<file path="src/rtl/microwave_pkg.sv">
// ----------------------------------------------------------------------------
// microwave_pkg
// Shared definitions for the microwave oven controller.
//   STATE_W  : width of the state code driven on the display port
//   state_t  : controller state encoding (IDLE=0, COOK=1, PAUSE=2, DONE=3)
// ----------------------------------------------------------------------------
package microwave_pkg;

    localparam int STATE_W = 3;

    typedef enum logic [STATE_W-1:0] {
        S_IDLE  = 3'd0,
        S_COOK  = 3'd1,
        S_PAUSE = 3'd2,
        S_DONE  = 3'd3
    } state_t;

endpackage

</file>
<file path="src/rtl/edge_detect.sv">
// ----------------------------------------------------------------------------
// edge_detect
// Rising-edge detector for one debounced button level.
// Ports:
//   clk   in  clock, rising edge
//   rst   in  asynchronous active-high reset (clears the history register)
//   level in  debounced button level
//   rise  out level & !previous level (combinational, valid for this cycle)
// ----------------------------------------------------------------------------
module edge_detect (
    input  logic clk,
    input  logic rst,
    input  logic level,
    output logic rise
);

    logic level_q;

    always_ff @(posedge clk or posedge rst) begin
        if (rst) begin
            level_q <= 1'b0;
        end else begin
            level_q <= level;
        end
    end

    // A held button produces exactly one rise; it re-arms only after level
    // has been seen low for at least one cycle.
    assign rise = level & ~level_q;

endmodule

</file>
<file path="src/rtl/microwave_ctrl.sv">
// ----------------------------------------------------------------------------
// microwave_ctrl
// Moore controller for a microwave oven: IDLE / COOK / PAUSE / DONE.
// All outputs are registers loaded from the decode of the next state, so they
// change on the same clock edge as the state itself and drop asynchronously
// with rst.
//
// Optional feature macro: MICROWAVE_CTRL_BEEP_EN
//   defined   : DONE lasts BEEP_CYCLES cycles with beep high (stop cuts it short)
//   undefined : DONE lasts one cycle, no beep counter, beep tied low
//
// Parameters:
//   BEEP_CYCLES  beeper duration in DONE, 1..15
//   BEEP_W       beep counter width, >= clog2(BEEP_CYCLES+1)
// Ports:
//   clk          in   clock, rising edge
//   rst          in   asynchronous active-high reset
//   start_db     in   debounced start button level
//   stop_db      in   debounced stop/cancel button level
//   door_closed  in   door switch, 1 = closed
//   timer_zero   in   countdown timer reads 00:00
//   magnetron_on out  heating enable (COOK only)
//   timer_enable out  timer may count down (COOK only)
//   timer_clear  out  one-cycle pulse that zeroes the timer
//   beep         out  done beeper
//   state        out  current state code for display
// ----------------------------------------------------------------------------
module microwave_ctrl
    import microwave_pkg::*;
#(
    parameter int BEEP_CYCLES = 8,
    parameter int BEEP_W      = 4
) (
    input  logic               clk,
    input  logic               rst,
    input  logic               start_db,
    input  logic               stop_db,
    input  logic               door_closed,
    input  logic               timer_zero,
    output logic               magnetron_on,
    output logic               timer_enable,
    output logic               timer_clear,
    output logic               beep,
    output logic [STATE_W-1:0] state
);

    state_t state_q;
    state_t state_d;
    logic   start_edge;
    logic   stop_edge;

    // Next values of the registered outputs.
    logic   magnetron_d;
    logic   clear_d;
    logic   beep_d;

    edge_detect u_start_edge (
        .clk   (clk),
        .rst   (rst),
        .level (start_db),
        .rise  (start_edge)
    );

    edge_detect u_stop_edge (
        .clk   (clk),
        .rst   (rst),
        .level (stop_db),
        .rise  (stop_edge)
    );

    // A start request is honoured only with the door shut and time remaining.
    logic start_ok;
    assign start_ok = start_edge & door_closed & ~timer_zero;

`ifdef MICROWAVE_CTRL_BEEP_EN
    logic [BEEP_W-1:0] beep_cnt;
    logic              beep_last;
    assign beep_last = (beep_cnt <= BEEP_W'(1));
`endif

    // ------------------------------------------------------------------
    // State register and output registers
    // ------------------------------------------------------------------
    always_ff @(posedge clk or posedge rst) begin
        if (rst) begin
            state_q      <= S_IDLE;
            magnetron_on <= 1'b0;
            timer_enable <= 1'b0;
            timer_clear  <= 1'b0;
            beep         <= 1'b0;
        end else begin
            state_q      <= state_d;
            magnetron_on <= magnetron_d;
            timer_enable <= magnetron_d;
            timer_clear  <= clear_d;
            beep         <= beep_d;
        end
    end

`ifdef MICROWAVE_CTRL_BEEP_EN
    // Loaded on entry to DONE, counts down while DONE is held.
    always_ff @(posedge clk or posedge rst) begin
        if (rst) begin
            beep_cnt <= '0;
        end else if (state_d == S_DONE && state_q != S_DONE) begin
            beep_cnt <= BEEP_W'(BEEP_CYCLES);
        end else if (state_q == S_DONE && beep_cnt != '0) begin
            beep_cnt <= beep_cnt - BEEP_W'(1);
        end
    end
`endif

    // ------------------------------------------------------------------
    // Next-state logic
    // ------------------------------------------------------------------
    always_comb begin
        state_d = state_q;
        case (state_q)
            S_IDLE: begin
                // Stop wins over a simultaneous start.
                if (stop_edge) begin
                    state_d = S_IDLE;
                end else if (start_ok) begin
                    state_d = S_COOK;
                end
            end
            S_COOK: begin
                // Door open has top priority so heating can never outlive it.
                if (!door_closed) begin
                    state_d = S_PAUSE;
                end else if (timer_zero) begin
                    state_d = S_DONE;
                end else if (stop_edge) begin
                    state_d = S_PAUSE;
                end
            end
            S_PAUSE: begin
                if (stop_edge) begin
                    state_d = S_IDLE;
                end else if (timer_zero) begin
                    state_d = S_IDLE;
                end else if (start_ok) begin
                    state_d = S_COOK;
                end
            end
            S_DONE: begin
`ifdef MICROWAVE_CTRL_BEEP_EN
                if (stop_edge || beep_last) begin
                    state_d = S_IDLE;
                end
`else
                state_d = S_IDLE;
`endif
            end
            default: begin
                state_d = S_IDLE;
            end
        endcase
    end

    // ------------------------------------------------------------------
    // Output decode (from the next state, registered above)
    // ------------------------------------------------------------------
    always_comb begin
        magnetron_d = 1'b0;
        clear_d     = 1'b0;
        beep_d      = 1'b0;
        if (state_d == S_COOK) begin
            magnetron_d = 1'b1;
        end
`ifdef MICROWAVE_CTRL_BEEP_EN
        if (state_d == S_DONE) begin
            beep_d = 1'b1;
        end
`endif
        // Cancel from IDLE or PAUSE zeroes the timer.
        if (stop_edge && (state_q == S_IDLE || state_q == S_PAUSE)) begin
            clear_d = 1'b1;
        end
    end

    assign state = state_q;

endmodule

</file>
<file path="config.mk">
export PLATFORM = sky130hd
export DESIGN_NAME = microwave_ctrl
export DESIGN_NICKNAME = d
export VERILOG_FILES = /design/src/rtl/microwave_pkg.sv /design/src/rtl/edge_detect.sv /design/src/rtl/microwave_ctrl.sv
export SDC_FILE = /design/constraint.sdc
export NUM_CORES = 1
export LEC_CHECK = 0
export ABC_AREA = 0
export CAP_MARGIN = 20
export CORE_AREA = 3 3 40 42
export DETAILED_ROUTE_END_ITERATION = 7
export DIE_AREA = 0 0 43 45
export PLACE_DENSITY = 0.44
export SETUP_SLACK_MARGIN = 0.02
export SLEW_MARGIN = 15
export SYNTH_ARGS = -nofsm -noshare
export SYNTH_HDL_FRONTEND = slang
export SYNTH_SLANG_ARGS = --single-unit
</file>
<file path="constraint.sdc">
create_clock -name clk -period 2.3 [get_ports clk]
set_input_delay 0.345 -clock clk [delete_from_list [all_inputs] [get_ports clk]]
set_output_delay 0.345 -clock clk [all_outputs]
set_load 0.02 [all_outputs]
</file>
==> results.json <==
{
  "port_buffers": 11,
  "place_hpwl_um": 435.8,
  "drv_cap": 0,
  "cts_hold_buf": 0,
  "core-area_um2": 1285,
  "grt_pass1_vias": 248,
  "row_count": 13,
  "peakVddDrop_uv": 439.8,
  "yosysTopAreaCellShare_pct": 57.61,
  "skew_ns": 0.003546,
  "grt_max_degree": 8,
  "insertion_delay_ns": 0.24,
  "synth_enable_flop_cells": 0,
  "drc_errors": 0,
  "final_util_pct": 34.86,
  "async_flop_share_pct": 100.0,
  "antenna_cells": 0,
  "ys_warn_count": 0,
  "cts_resized": 0,
  "yosysMostFrequentCell": "dfrtp_1",
  "rsz0062_at_grt": "no",
  "fin_area_um2": 447.9,
  "drive_gt1_share_pct": 15.38,
  "critPathSlowestCell": "clkdlybuf4s50_1",
  "synth_area_per_cell_um2": 12.16,
  "power_uw": 267.8,
  "seqPwrFrac_pct": 48.4,
  "place_congestion": 0.7112,
  "clock_power_share_pct": 40.1,
  "setup_violations": 0,
  "hold_path_class": "input pin to asynchronous set/reset pin",
  "drt_first_pass_iters": 1,
  "cts_tree": "built",
  "fin_nets": 46,
  "post-cts-setup-buffers": 0,
  "place_area_um2": 421.7,
  "arrival_ns": 1.26,
  "grt_pass1_wl_um": 1048,
  "yosys_register_bits": 7,
  "cts-root-buf": "clkbuf_4",
  "die_w_um": 43,
  "status": "completed",
  "drv_slew": 0,
  "synth.yosys.seq_area_share_pct": 57.61,
  "fill_cells": 132,
  "p_per_area_nw_per_um2": 598.0,
  "synth_area_leaders": "dfrtp_1 (58%), and4bb_4 (5.3%), buf_4 (4.9%)",
  "syn2layout_area_growth_pct": 47.33,
  "pwr-share-comb_pct": 11.5,
  "clk_pin_slew_ns": 0.05,
  "io_pins": 13,
  "cp-end-kind": "output pin",
  "leakagePower_nw": 0.1874,
  "period_share_pct": 69.93,
  "fmax_ghz": 0.6217,
  "yosysTopAreaCell": "dfrtp_1",
  "finalCriticalPeriod_ns": 1.608,
  "grtUsageTotal_pct": 8.131,
  "totalWireLength_um": 544,
  "vias": 232,
  "cts_buffers": 3,
  "critPathLaunchType": "register",
  "r2r_setup_slack_ns": 1.29,
  "die_area_um2": 1935,
  "hold_slack_ns": 0.3266,
  "critPathKind": "register to output pin",
  "cp_num_buf_inv": 1,
  "grt_overflow": 0,
  "syn_inst": 25,
  "wl_per_cell_um": 10.07,
  "cp_max_fo": 3,
  "dieHeight_um": 45,
  "initial_utilization_pct": 23.66,
  "via_per_inst": 4.296,
  "netlist_top_cells_count": "dfrtp_1 (7), nor2_1 (3), buf_4 (2), nand3b_1 (2)",
  "p_sw_share_pct": 21.65,
  "ys_types": 15,
  "cpPeakStageDelay_ns": 0.62,
  "clockBufferDepth": 2,
  "p_sw_uw": 57.98,
  "drt_iter0_markers": 0,
  "p_int_uw": 209.9,
  "hold_viol": 0,
  "clock_sinks": 7,
  "final.setup.tns_ns": 0,
  "ctsHtreeMaxLevel": 1,
  "grt_antenna_before_repair": 0,
  "ys.flop_type": "dfrtp_1",
  "path_delay_family": "buffers and inverters",
  "antenna_left": 0,
  "cp_cell_sequence": "clkdlybuf4s50_1",
  "synth_area_um2": 304.0,
  "critical_path_required_ns": 1.96
}
## layout make-up
type,count,area [um^2],area share [%]
Tap cell,15,18.77,4.190
Inverter,1,3.754,0.8380
Timing Repair Buffer,11,110.1,24.58
Multi-Input combinational cell,16,113.9,25.42
Clock buffer,4,26.28,5.866
Sequential cell,7,175.2,39.11
## final timing paths
kind	from	endpoint	cells past startpoint
min	rst	timer_enable	2
max reg2reg	state[1]	timer_enable	3
max	state[1]	state[1]	1
min reg2reg	state[0]	timer_clear	1
max in group asynchronous	rst	u_stop_edge.level_q	2
min in group clk	state[0]	timer_clear	1
## flip-flops by register name (all words and copies together), names as in the netlist
| signal | cells |
|---|---|
| state | 3 |
| timer_clear | 1 |
| timer_enable | 1 |
| u_start_edge.level_q | 1 |
| u_stop_edge.level_q | 1 |
## cell usage in the layout, fill, tap and decap left out
master            n
nand4b_1          1
nor3b_2           1
nand2b_2          1
o2bb2ai_1         1
nor3_1            1
a32oi_1           1
a21boi_1          1
clkbuf_4          3
nand3b_1          2
and4bb_4          1
dfrtp_1           7
nor2_1            3
clkdlybuf4s50_1  11
nand2_1           1
conb_1            2
inv_1             1
clkbuf_1          1
## power groups by stage
stage / Sequential, mW / Clock [mW] / Combinational, mW
global placement: 0.132 / 0 / 0.0313
floorplan: 0.134 / 0 / 0.0127
detailed placement: 0.132 / 0 / 0.0315
global route: 0.130 / 0.130 / 0.0342
finish: 0.130 / 0.107 / 0.0309
CTS: 0.130 / 0.114 / 0.0316
## per-stage QoR
stage / cells / worst slack, ns
after floorplan: 26 / 1.306
after detailed placement: 50 / 0.8687
after global routing: 54 / 0.5946
after CTS: 54 / 0.6715
after global placement: 50 / 0.8719
final: 54 / 0.6915
## kinds of logic after synthesis
kind of cell           after synthesis  synth area share (%)
DFF                                  7                 57.61
buffers and inverters                3                 6.170
other                                1                 1.233
and+or+nand+nor                     11                 26.75
AOI/OAI and AO/OA                    3                 8.232
## routing by layer
| metal | vias to the layer above | part of all wire (%) | global-route usage (%) |
|---|---|---|---|
| met5 | - | 0 | 0 |
| met4 | 0 | 1.7 | 3.614 |
| met3 | 2 | 13 | 7.570 |
| met2 | 13 | 47 | 11.98 |
| met1 | 106 | 39 | 7.862 |
| li1 | 111 | - | - |
No activity file was read; power rests on OpenSTA's default activity.
